===== config.mk =====
export PLATFORM = sky130hd
export DESIGN_NAME = uart_rx_fifo
export DESIGN_NICKNAME = d
export VERILOG_FILES = /design/src/rtl/uart_rx_fifo.sv
export SDC_FILE = /design/constraint.sdc
export NUM_CORES = 1
export LEC_CHECK = 0
export BUFFER_PORTS_ARGS = -buffer_cell sky130_fd_sc_hd__buf_4
export CORE_MARGIN = 8
export CORE_UTILIZATION = 40
export DETAILED_ROUTE_END_ITERATION = 10
export PLACE_DENSITY = 0.67
export SYNTH_ARGS = -nofsm -noshare
export SYNTH_HDL_FRONTEND = slang
export SYNTH_SLANG_ARGS = --single-unit

===== constraint.sdc =====
create_clock -name clk -period 7.22 [get_ports clk]
set_input_delay 1.444 -clock clk [delete_from_list [all_inputs] [get_ports clk]]
set_output_delay 1.444 -clock clk [all_outputs]
set_load 0.05 [all_outputs]

===== src/rtl/uart_rx_fifo.sv =====
// ----------------------------------------------------------------------------
// uart_rx_fifo
//
// Byte buffer that sits directly behind uart_rx. Every word strobed in on
// rx_done_tick is stored in arrival order and presented first-word-fall-through
// on a valid/ready consumer port. This lets bursty serial reception coexist
// with a slow or stalling consumer. Any word that arrives while the buffer is
// full, with no pop in the same cycle, is dropped and recorded in a sticky
// overflow flag.
//
// Parameters
//   DBIT    data word width (matches uart_rx DBIT)
//   ADDR_W  address width; depth = 2**ADDR_W words
//
// Ports
//   clk           in   rising-edge system clock
//   reset         in   synchronous, active-high; overrides every other input
//   rx_done_tick  in   one-cycle strobe: rx_data is valid this cycle
//   rx_data       in   received word
//   m_data        out  head-of-queue word; meaningful only while m_valid=1
//   m_valid       out  FIFO non-empty
//   m_ready       in   consumer takes the head word when m_valid & m_ready
//   full          out  count == 2**ADDR_W
//   empty         out  count == 0
//   count         out  number of stored words, 0..2**ADDR_W
//   overflow      out  sticky: a word was dropped because the FIFO was full
//   overflow_clr  in   one-cycle pulse that clears overflow
// ----------------------------------------------------------------------------
module uart_rx_fifo #(
    parameter int DBIT   = 8,
    parameter int ADDR_W = 4
) (
    input  logic              clk,
    input  logic              reset,
    input  logic              rx_done_tick,
    input  logic [DBIT-1:0]   rx_data,
    output logic [DBIT-1:0]   m_data,
    output logic              m_valid,
    input  logic              m_ready,
    output logic              full,
    output logic              empty,
    output logic [ADDR_W:0]   count,
    output logic              overflow,
    input  logic              overflow_clr
);

    localparam int             DEPTH   = 1 << ADDR_W;
    localparam logic [ADDR_W:0] DEPTH_C = (ADDR_W + 1)'(DEPTH);

    logic [DBIT-1:0]   mem [DEPTH];
    logic [ADDR_W-1:0] wr_ptr;
    logic [ADDR_W-1:0] rd_ptr;
    logic [ADDR_W:0]   cnt;
    logic              ovf;

    logic pop;
    logic push;
    logic drop;

    // Flags are decoded from the registered count only, so m_valid never
    // depends combinationally on m_ready.
    assign full    = (cnt == DEPTH_C);
    assign empty   = (cnt == '0);
    assign m_valid = ~empty;
    assign count   = cnt;
    assign overflow = ovf;

    // Asynchronous read of the head slot; it only moves when rd_ptr or the
    // addressed slot is updated on a clock edge.
    assign m_data = mem[rd_ptr];

    assign pop  = m_valid & m_ready;
    // A full FIFO can still accept a word if the head leaves in the same
    // cycle: the freed slot is exactly the one wr_ptr points at.
    assign push = rx_done_tick & (~full | pop);
    assign drop = rx_done_tick & full & ~pop;

    // Storage: no reset on the array, contents survive reset and are simply
    // unreachable until rewritten. A tick coincident with reset is ignored.
    always_ff @(posedge clk) begin
        if (push && !reset) begin
            mem[wr_ptr] <= rx_data;
        end
    end

    // Pointers wrap naturally modulo depth.
    always_ff @(posedge clk) begin
        if (reset) begin
            wr_ptr <= '0;
            rd_ptr <= '0;
        end else begin
            if (push) wr_ptr <= wr_ptr + 1'b1;
            if (pop)  rd_ptr <= rd_ptr + 1'b1;
        end
    end

    always_ff @(posedge clk) begin
        if (reset) begin
            cnt <= '0;
        end else begin
            case ({push, pop})
                2'b10:   cnt <= cnt + 1'b1;
                2'b01:   cnt <= cnt - 1'b1;
                default: cnt <= cnt;
            endcase
        end
    end

    // Sticky overflow; a drop in the same cycle as a clear wins.
    always_ff @(posedge clk) begin
        if (reset) begin
            ovf <= 1'b0;
        end else if (drop) begin
            ovf <= 1'b1;
        end else if (overflow_clr) begin
            ovf <= 1'b0;
        end
    end

endmodule


==> results of run 1 <==
-- routing by layer --
metal / vias to the layer above / GRT usage (%) / share of wire (%)
li1: 1385 / - / -
met1: 1573 / 16.2 / 40
met2: 114 / 23.1 / 51
met3: 25 / 4.56 / 7.2
met4: 0 / 5.49 / 2.0
met5: - / 0 / 0
-- logic make-up (layout without fill, tap and decap cells) --
| group | after synthesis | in the layout | synth area share [%] |
|---|---|---|---|
| adder cells (fa/ha/maj) | 9 | 9 | 2.04 |
| AO/OA/AOI/OAI | 37 | 37 | 4.79 |
| AND/OR/NAND/NOR | 72 | 72 | 5.81 |
| flip-flops | 146 | 146 | 71.5 |
| multiplexers | 37 | 37 | 13.1 |
| buffers and inverters | 25 | 72 | 1.79 |
| other | 0 | 1 | 0 |
| XOR/XNOR | 6 | 6 | 0.894 |
-- through the flow --
stage               utilization [%]  cells
floorplan                         -    332
global placement               43.5    532
detailed placement             43.5    532
CTS                            47.6    563
global route                   47.6    563
finish                         47.6    564
-- where the power goes --
group / switching, mW / internal [mW] / total, mW / leakage, nW
Clock: 0.332 / 0.541 / 0.873 / 0.294
Combinational: 0.406 / 0.262 / 0.668 / 0.707
Sequential: 0.0293 / 0.949 / 0.978 / 1.30
-- synth_stat cells, types with 4 or more instances --
library cell  number  area (um2)
nor2_1            31         116
clkbuf_1           9        33.8
inv_1              9        33.8
edfxtp_1         128        3840
mux4_2            32         721
o21a_1             4        30.0
mux2i_1            4        40.0
nor3_1             4        20.0
a22oi_1           16         120
dfxtp_1           18         360
nor2b_1            5        31.3
xor2_1             4        35.0
nand2_1           13        48.8
ha_1               8         100
nand3_1            5        25.0
-- state kept, by name (all words and copies together) (netlist names), named ones only --
register	count
wr_ptr	4
overflow	1
count	5
rd_ptr	4
mem	128
-- how the worst max path moves through the flow --
stage / slack [ps] / end / start
after floorplan: 3840 / empty / count[0]
after global placement: 3720 / m_data[5] / flip-flop
after detailed placement: 3690 / mem[12][2] / m_ready
after CTS: 3250 / m_data[5] / flip-flop
after global routing: 3150 / m_data[5] / flip-flop
final: 3320 / m_data[5] / flip-flop
-- worst max-delay path, cell delays in order, from the launching register on --
cell,delay [ps]
dfxtp_2,310
buf_4,510
mux4_2,580
a22oi_1,270
nand2_1,140
buf_4,210
-- final cells by class --
cell class | count | area, um2
diodes | 1 | 2.50
clock buffers | 17 | 425
clock inverters | 14 | 164
fillers | 1230 | 7560
inverters | 10 | 37.5
multi-input cells | 161 | 1570
flip-flops and latches | 146 | 4210
well taps | 184 | 230
repair buffers | 31 | 233
==> summary.txt, run 1 <==
Run status
  • Outcome: finished, final reports clean

Clocking
  • Worst-case clock buffer depth: 2
  • Hold-fix buffers, CTS: 0
  • CTS Sinks: 146
  • # Post-CTS Setup Buffers: 0
  • Root Buffer: clkbuf_16
  • CTS tree: done
  • H-tree depth: 4
  • CTS Buf Count: 17
  • Post-CTS sizing: 0
  • Worst-skew pair later-pin latency: 410 ps
  • Worst-path clk slew: ~60 ps

Timing
  • Final period demand of the worst path: 3900 ps
  • Maximum clock frequency: 257 MHz
  • Slew headroom: a little under a quarter
  • Worst Skew: 6.06 ps
  • Post-route worst setup slack: 3320 ps
  • Final Hold Fails: 0
  • Hold Worst Slack: 511 ps
  • Worst slew pin tran: around 1100 ps
  • Final setup TNS: 0 ps
  • Period utilisation layout: 54.0%
  • Slew Limit Fails: 0
  • Final setup viols: 0
  • RSZ-0062 raised after global routing: no

Setup path
  • Setup crit start kind: flip-flop
  • Crit end category: primary output
  • Max FO, Critical Path: 32
  • Crit Path Category: flip-flop to primary output
  • Reg-to-Reg Start: count[0]
  • Reg2reg end: count[4]
  • Required @ worst endpoint: slightly below 6000 ps
  • Worst reg2reg path depth: 8
  • CP Data Arrival Time: between 2000 and 2500 ps
  • FF-to-FF setup slack: 4280 ps

Route
  • Routed wire length: 12.2 mm
  • Drt wl/cell: 21.6 um
  • Drt first-iter violations: 199
  • Routed via count: about 3100
  • Vias/cell: 5.49
  • Antenna Nets Post-Route: 0
  • DRC viols: 0
  • First-pass iteration count of the detailed router: 5

Synthesis
  • EDFF count, synth: 128
  • Syn Nets: 354
  • Netlist cell types: 45
  • Syn_area_per_cell: 17.7 um2
  • Post-synthesis sequential area ratio: 71.5%
  • Asr flop ratio synth: 0%
  • Synthesized instance count: 332
  • Yosys reg bits: 146
  • Mapped Area: between 5000 and 6000 um2
  • Synth warn: 0
  • Main flop type after synthesis: edfxtp_1

Place
  • Number of buffers added on ports: 29
  • Placer Congestion: 0.731
  • Post-DP HPWL: around 7.5 mm
  • Worst slack, placed: 3690 ps
  • Area post-placement: 6270 um2

Global routing
  • GRT Overall Usage: 13.8%
  • First-pass GRT wire length: 18.7 mm
  • Initial antenna violation count: 0
  • Vias in the first global route: between 3000 and 4000
  • Largest net degree at the start of global routing: 33
  • GR Overflow Total: 0

Power and ir drop
  • Power Total: 2.52 mW
  • Leakage: between 2 and 2.5 nW
  • VDD IR max: around 350 uV
  • Power Dens Cells: 367 nW/um2

Final layout
  • Final instance area: 6870 um2
  • Most frequent cells in the layout: edfxtp_1 (128), mux4_2 (32), nor2_1 (31), buf_4 (31)
  • Share of post-route cells with drive strength above 1: 26.4%
  • Area Growth Syn to Fin: 16.8%
  • Most common cell after layout, fill and taps aside: edfxtp_1
  • Nets: 389

Hold path
  • End of the worst hold path: overflow
  • Worst Hold Class: flip-flop to flip-flop
  • Hold Path Origin: overflow
  • Worst Hold Depth: 2

Job
  • Max-cap violation count: 0

Die
  • Num rows: 44
  • Core area: between 10000 and 15000 um2
  • Die X-Extent: 137 um
  • Die height: 137 um
  • # IOs: 30
  • Initial core utilization: 40.7%
  • Die area: 18800 um2
(Power assumes the default switching activity.)
==> inputs of run 2 (changes only) <==
==> constraint.sdc (replaced) <==
create_clock -name clk -period 3.7 [get_ports clk]
set_input_delay 0.74 -clock clk [delete_from_list [all_inputs] [get_ports clk]]
set_output_delay 0.74 -clock clk [all_outputs]
set_load 0.05 [all_outputs]
==> run 2 against run 1 <==
Against the previous run:
- count of clock-buffer cells in the layout grew 3
- clock power increased by 91%
- core utilization rose by 0.16 points
- final cell count grew 0.35%
- sequential cell count unchanged
- routed wire length decreased by 5.4%
- critical path type unchanged
- largest cell class unchanged
==> summary.txt, run 2 (synthesized netlist as in run 1, its figures left out) <==
Route
  • Drt wl/cell: 20.3 um (was 21.6 um)
  • Antenna Nets Post-Route: 0 (unchanged)
  • First-pass iteration count of the detailed router: 4 (was 5)
  • Routed wire length: 11.5 mm (was 12.2 mm)
  • Vias/cell: 5.41 (was 5.49)
  • Drt first-iter violations: 202 (was 199)
  • DRC viols: 0 (unchanged)
  • Routed via count: 3061 (was 3097)

Timing
  • Worst Skew: 5.94 ps (was 6.06 ps)
  • Post-route worst setup slack: 518 ps (was 3320 ps)
  • RSZ-0062 raised after global routing: no (unchanged)
  • Slew Limit Fails: 0 (unchanged)
  • Slew headroom: 32.1% (was 23.4%)
  • Hold Worst Slack: 490 ps (was 511 ps)
  • Period utilisation layout: 86.0%
  • Final period demand of the worst path: 3180 ps
  • Final setup viols: 0 (unchanged)
  • Final setup TNS: 0 ps (unchanged)
  • Maximum clock frequency: 314 MHz
  • Final Hold Fails: 0 (unchanged)
  • Worst slew pin tran: 1020 ps (was 1150 ps)

Setup path
  • Max FO, Critical Path: 11 (was 32)
  • CP bufs+invs: 2 (unchanged)
  • Worst path cell trace: buf_4, mux4_2, a22oi_1, nand2_1, buf_4 (unchanged)
  • Max incr delay on CP: 600 ps (was 580 ps)
  • Required @ worst endpoint: 2960 ps (was 5780 ps)
  • Setup crit start kind: flip-flop (unchanged)
  • Crit path top cell by count: buf_4 (unchanged)
  • CP Data Arrival Time: 2440 ps (was 2450 ps)
  • Top Family by Delay on Critical Path: flip-flops (was buffers and inverters)
  • Crit end category: primary output (unchanged)
  • Crit path max-delay cell type: dfxtp_2 (was mux4_2)
  • Crit Path Category: flip-flop to primary output (unchanged)

Final layout
  • Max reg flops: 128 (unchanged)
  • Share of post-route cells with drive strength above 1: 26.7% (was 26.4%)
  • Non-Filler Instances: 566 (was 564)
  • Final instance area: 6890 um2 (was 6870 um2)
  • Final core occ: 47.8% (was 47.6%)
  • Fillers: 1189 (was 1230)
  • ANT cells: 0 (was 1)
  • Nets: 393 (was 389)
  • Most frequent cells in the layout: edfxtp_1 (128), buf_4 (34), mux4_2 (32) (was edfxtp_1 (128), mux4_2 (32), nor2_1 (31), buf_4 (31))
  • Most common cell after layout, fill and taps aside: edfxtp_1 (unchanged)
  • Reg with most FFs: mem (unchanged)
  • Area Growth Syn to Fin: 17.2% (was 16.8%)

Clocking
  • Root Buffer: clkbuf_16 (unchanged)
  • H-tree depth: 4 (unchanged)
  • Hold-fix buffers, CTS: 0 (unchanged)
  • Post-CTS sizing: 0 (unchanged)
  • Worst-skew pair later-pin latency: 420 ps (was 410 ps)
  • Worst-path clk slew: 60 ps (about the same)
  • CTS Sinks: 146 (unchanged)
  • CTS tree: done (unchanged)
  • # Post-CTS Setup Buffers: 0 (unchanged)
  • CTS Buf Count: 17 (unchanged)
  • Worst-case clock buffer depth: 2 (unchanged)

Die
  • Die area: 18800 um2 (unchanged)
  • Num rows: 44 (unchanged)
  • Initial core utilization: 40.7% (unchanged)
  • Die X-Extent: 137 um (unchanged)
  • Die height: 137 um (unchanged)
  • Core area: 14400 um2 (unchanged)
  • # IOs: 30 (unchanged)

Place
  • Placer Congestion: 0.725 (was 0.731)
  • Number of buffers added on ports: 29 (unchanged)
  • DP Cell Count: 536 (was 532)
  • Post-DP HPWL: 7.33 mm (was 7.50 mm)
  • Worst slack, placed: 826 ps (was 3690 ps)
  • Area post-placement: 6320 um2 (was 6270 um2)

Global routing
  • M3 GR Usage: 4.16% (was 4.56%)
  • Met2 Usage GRT: 21.2% (was 23.1%)
  • Vias in the first global route: 3195 (was 3310)
  • GR Overflow Total: 0 (unchanged)
  • Initial antenna violation count: 0 (unchanged)
  • Grt met1 use: 16.2% (about the same)
  • Largest net degree at the start of global routing: 33 (unchanged)
  • Busiest layer in global routing: met2 (unchanged)
  • GRT Overall Usage: 13.2% (was 13.8%)
  • First-pass GRT wire length: 17.9 mm (was 18.7 mm)

Power and ir drop
  • VDD IR max: 540 uV (was 345 uV)
  • Power Total: 4.92 mW (was 2.52 mW)
  • Leakage: 2.32 nW (was 2.30 nW)
  • Power Dens Cells: 714 nW/um2 (was 367 nW/um2)

Job
  • Max-cap violation count: 0 (unchanged)

Run status
  • Outcome: finished, final reports clean (unchanged)

Hold path
  • Worst Hold Class: flip-flop to flip-flop (unchanged)
==> run 2: cell types whose count changed in the layout (fill, tap and decap cells not counted) <==
cell,delta
buf_12,+1
clkinv_4,-1
buf_4,+3
clkbuf_1,+3
clkinv_1,-2
diode_2,-1
inv_8,-1
==> run 2: layout make-up <==
cell class / count / area, um2 / share of cell area (%)
Inverter: 10 / 37.5 / 0.545
Multi-Input combinational cell: 161 / 1570 / 22.8
Clock buffer: 20 / 437 / 6.34
Sequential cell: 146 / 4210 / 61.0
Clock inverter: 10 / 136 / 1.98
Tap cell: 184 / 230 / 3.34
Timing Repair Buffer: 35 / 275 / 4.00
==> run 2: final timing paths <==
check / from / cells after the start / slack [ps] / endpoint
hold / removal: overflow / 2 / 490 / overflow
setup / recovery: flip-flop / 5 / 520 / m_data[0]
setup reg to reg: count[0] / 7 / 810 / count[4]
hold reg to reg: overflow / 2 / 490 / overflow
==> run 2: tightest hold or removal path, stage by stage (launching register included) <==
cell     delay [ps]
dfxtp_1         330
a21oi_1          60
nor2_1           70
==> run 2: per-layer routing <==
metal | up-vias | part of all wire (%)
met5 | - | 0
met4 | 0 | 1.8
met3 | 19 | 4.8
met2 | 97 | 51
met1 | 1558 | 42
li1 | 1387 | -
==> run 2: where the power goes <==
group	internal, mW	switching (mW)
Sequential	1.85	0.0927
Clock	1.05	0.618
Combinational	0.535	0.771
==> inputs of run 3 (changes only) <==
--- a/config.mk
+++ b/config.mk
@@ -6,10 +6,11 @@
 export NUM_CORES = 1
 export LEC_CHECK = 0
 export BUFFER_PORTS_ARGS = -buffer_cell sky130_fd_sc_hd__buf_4
+export CAP_MARGIN = 20
 export CORE_MARGIN = 8
-export CORE_UTILIZATION = 40
+export CORE_UTILIZATION = 60
 export DETAILED_ROUTE_END_ITERATION = 10
-export PLACE_DENSITY = 0.67
+export PLACE_DENSITY = 0.89
 export SYNTH_ARGS = -nofsm -noshare
 export SYNTH_HDL_FRONTEND = slang
 export SYNTH_SLANG_ARGS = --single-unit
==> constraint.sdc (replaced) <==
create_clock -name clk -period 3.7 [get_ports clk]
set_input_delay 0.74 -clock clk [delete_from_list [all_inputs] [get_ports clk]]
set_output_delay 0.74 -clock clk [all_outputs]
set_load 0.01 [all_outputs]
==> run 3 against run 2 <==
Against the previous run:
- count of clock-buffer cells in the layout shrank 3
- combinational power shrank 22%
- die area shrank 30%
- final cell count shrank 9.4%
- via count grew 4.2%
- first-iteration DRC count grew 57%
- worst setup slack lost 170 ps
- global-route usage grew 6.9 points
- clock skew grew 2.4 ps
- core utilization grew 23 points
- largest cell class unchanged
==> summary.txt, run 3 (synthesized netlist as in run 1, its figures left out) <==
Global routing
  • GR Overflow Total: 0 (unchanged)
  • Vias in the first global route: 3391 (was 3195)
  • First-pass GRT wire length: 19.2 mm (was 17.9 mm)
  • GRT Overall Usage: 20.1% (was 13.2%)
  • Initial antenna violation count: 0 (unchanged)
  • Largest net degree at the start of global routing: 33 (unchanged)

Die
  • Die X-Extent: 115 um (was 137 um)
  • Initial core utilization: 61.0% (was 40.7%)
  • Die height: 115 um (was 137 um)
  • # IOs: 30 (unchanged)
  • Num rows: 36 (was 44)
  • Core area: 9640 um2 (was 14400 um2)
  • Die area: 13200 um2 (was 18800 um2)

Timing
  • Worst slew pin tran: 1050 ps (was 1020 ps)
  • Period utilisation layout: 90.6% (was 86.0%)
  • Slew Limit Fails: 0 (unchanged)
  • Final Hold Fails: 0 (unchanged)
  • Final period demand of the worst path: 3350 ps (was 3180 ps)
  • Final setup viols: 0 (unchanged)
  • Worst Skew: 8.30 ps (was 5.94 ps)
  • Hold Worst Slack: 500 ps (was 490 ps)
  • RSZ-0062 raised after global routing: no (unchanged)
  • Maximum clock frequency: 298 MHz (was 314 MHz)
  • Final setup TNS: 0 ps (unchanged)
  • Slew headroom: 29.9% (was 32.1%)

Final layout
  • Nets: 389 (was 393)
  • Most frequent cells in the layout: edfxtp_1 (128), mux4_2 (32), nor2_1 (31) (was edfxtp_1 (128), buf_4 (34), mux4_2 (32))
  • Reg with most FFs: mem (unchanged)
  • ANT cells: 0 (unchanged)
  • Max reg flops: 128 (unchanged)
  • Fillers: 594 (was 1189)
  • Area Growth Syn to Fin: 15.3% (was 17.2%)
  • Share of post-route cells with drive strength above 1: 26.1% (was 26.7%)
  • Most common cell after layout, fill and taps aside: edfxtp_1 (unchanged)

Clocking
  • # Post-CTS Setup Buffers: 0 (unchanged)
  • H-tree depth: 4 (unchanged)
  • CTS Buf Count: 17 (unchanged)
  • CTS Sinks: 146 (unchanged)
  • Worst-path clk slew: 60 ps (about the same)
  • Hold-fix buffers, CTS: 0 (unchanged)
  • Worst-skew pair later-pin latency: 520 ps (was 420 ps)
  • CTS tree: done (unchanged)
  • Worst-case clock buffer depth: 2 (unchanged)
  • Root Buffer: clkbuf_8 (was clkbuf_16)
  • Post-CTS sizing: 0 (unchanged)

Run status
  • Outcome: finished, final reports clean (unchanged)

Power and ir drop
  • VDD IR max: 527 uV (was 540 uV)
  • Leakage: 2.27 nW (was 2.32 nW)
  • Power Total: 4.57 mW (was 4.92 mW)
  • Power Dens Cells: 675 nW/um2 (was 714 nW/um2)

Route
  • Routed wire length: 12.3 mm (was 11.5 mm)
  • Vias/cell: 6.22 (was 5.41)
  • Drt wl/cell: 24.0 um (was 20.3 um)
  • First-pass iteration count of the detailed router: 5 (was 4)
  • Drt first-iter violations: 317 (was 202)
  • DRC viols: 0 (unchanged)
  • Routed via count: 3189 (was 3061)
  • Antenna Nets Post-Route: 0 (unchanged)

Place
  • Number of buffers added on ports: 29 (unchanged)
  • Post-DP HPWL: 7.69 mm (was 7.33 mm)
  • Placer Congestion: 0.753 (was 0.725)

Job
  • Max-cap violation count: 0 (unchanged)

Setup path
  • Required @ worst endpoint: 2960 ps (about the same)
  • Max FO, Critical Path: 17 (was 11)
  • CP Data Arrival Time: 2610 ps (was 2440 ps)
  • Crit Path Category: flip-flop to primary output (unchanged)
  • Setup crit start kind: flip-flop (unchanged)
  • Crit end category: primary output (unchanged)

Hold path
  • Worst Hold Class: flip-flop to flip-flop (unchanged)
run 3: cell types whose count changed in the layout (fill, tap and decap cells not counted), sizes merged:
cell / before / now
bufinv: 3 / 2
buf: 35 / 31
clkbuf: 20 / 17
clkinv: 6 / 8
clkinvlp: 0 / 4
run 3: cell type report:
cell class	count	area (um2)	share of cell area (%)
clock inverter	15	141	2.09
tap	133	166	2.46
clock buffer	17	414	6.11
multi-input combinational	161	1570	23.1
timing repair buffer	31	245	3.62
sequential	146	4210	62.0
inverter	10	37.5	0.554
run 3: critical path: stages, from the launching register on:
cell and delay, ps:
dfxtp_2 730, buf_12 270, mux4_2 530, a22oi_1 250
nand2_1 130, buf_4 170
run 3: stage by stage:
stage                     cells  worst slack (ps)  utilization, %  cell area, um2
after global routing        513               175            70.3            6780
after global placement      481               894            64.6            6220
final                       513               349            70.3            6780
after floorplan             332              1070               -            5880
after detailed placement    481               791            64.6            6220
after CTS                   513               285            70.3            6780
run 3: worst paths after layout:
path                   from        end  slack (ps)  cells after the start
setup / recovery  flip-flop  m_data[7]         350                      5
setup reg to reg   count[0]   count[4]         770                      7
hold reg to reg    overflow   overflow         500                      2
hold / removal     overflow   overflow         500                      2
run 3: metal layers:
layer / GRT usage [%] / part of all wire, % / vias up
met2: 34.6 / 53 / 172
met4: 7.53 / 1.4 / 0
li1: - / - / 1387
met1: 23.2 / 37 / 1616
met5: 0 / 0 / -
met3: 6.14 / 8.7 / 14
run 3: report_power, final:
part / switching (mW) / internal [mW]
clock network: 0.637 / 0.949
logic: 0.502 / 0.522
registers: 0.112 / 1.85
total: 1.25 / 3.32
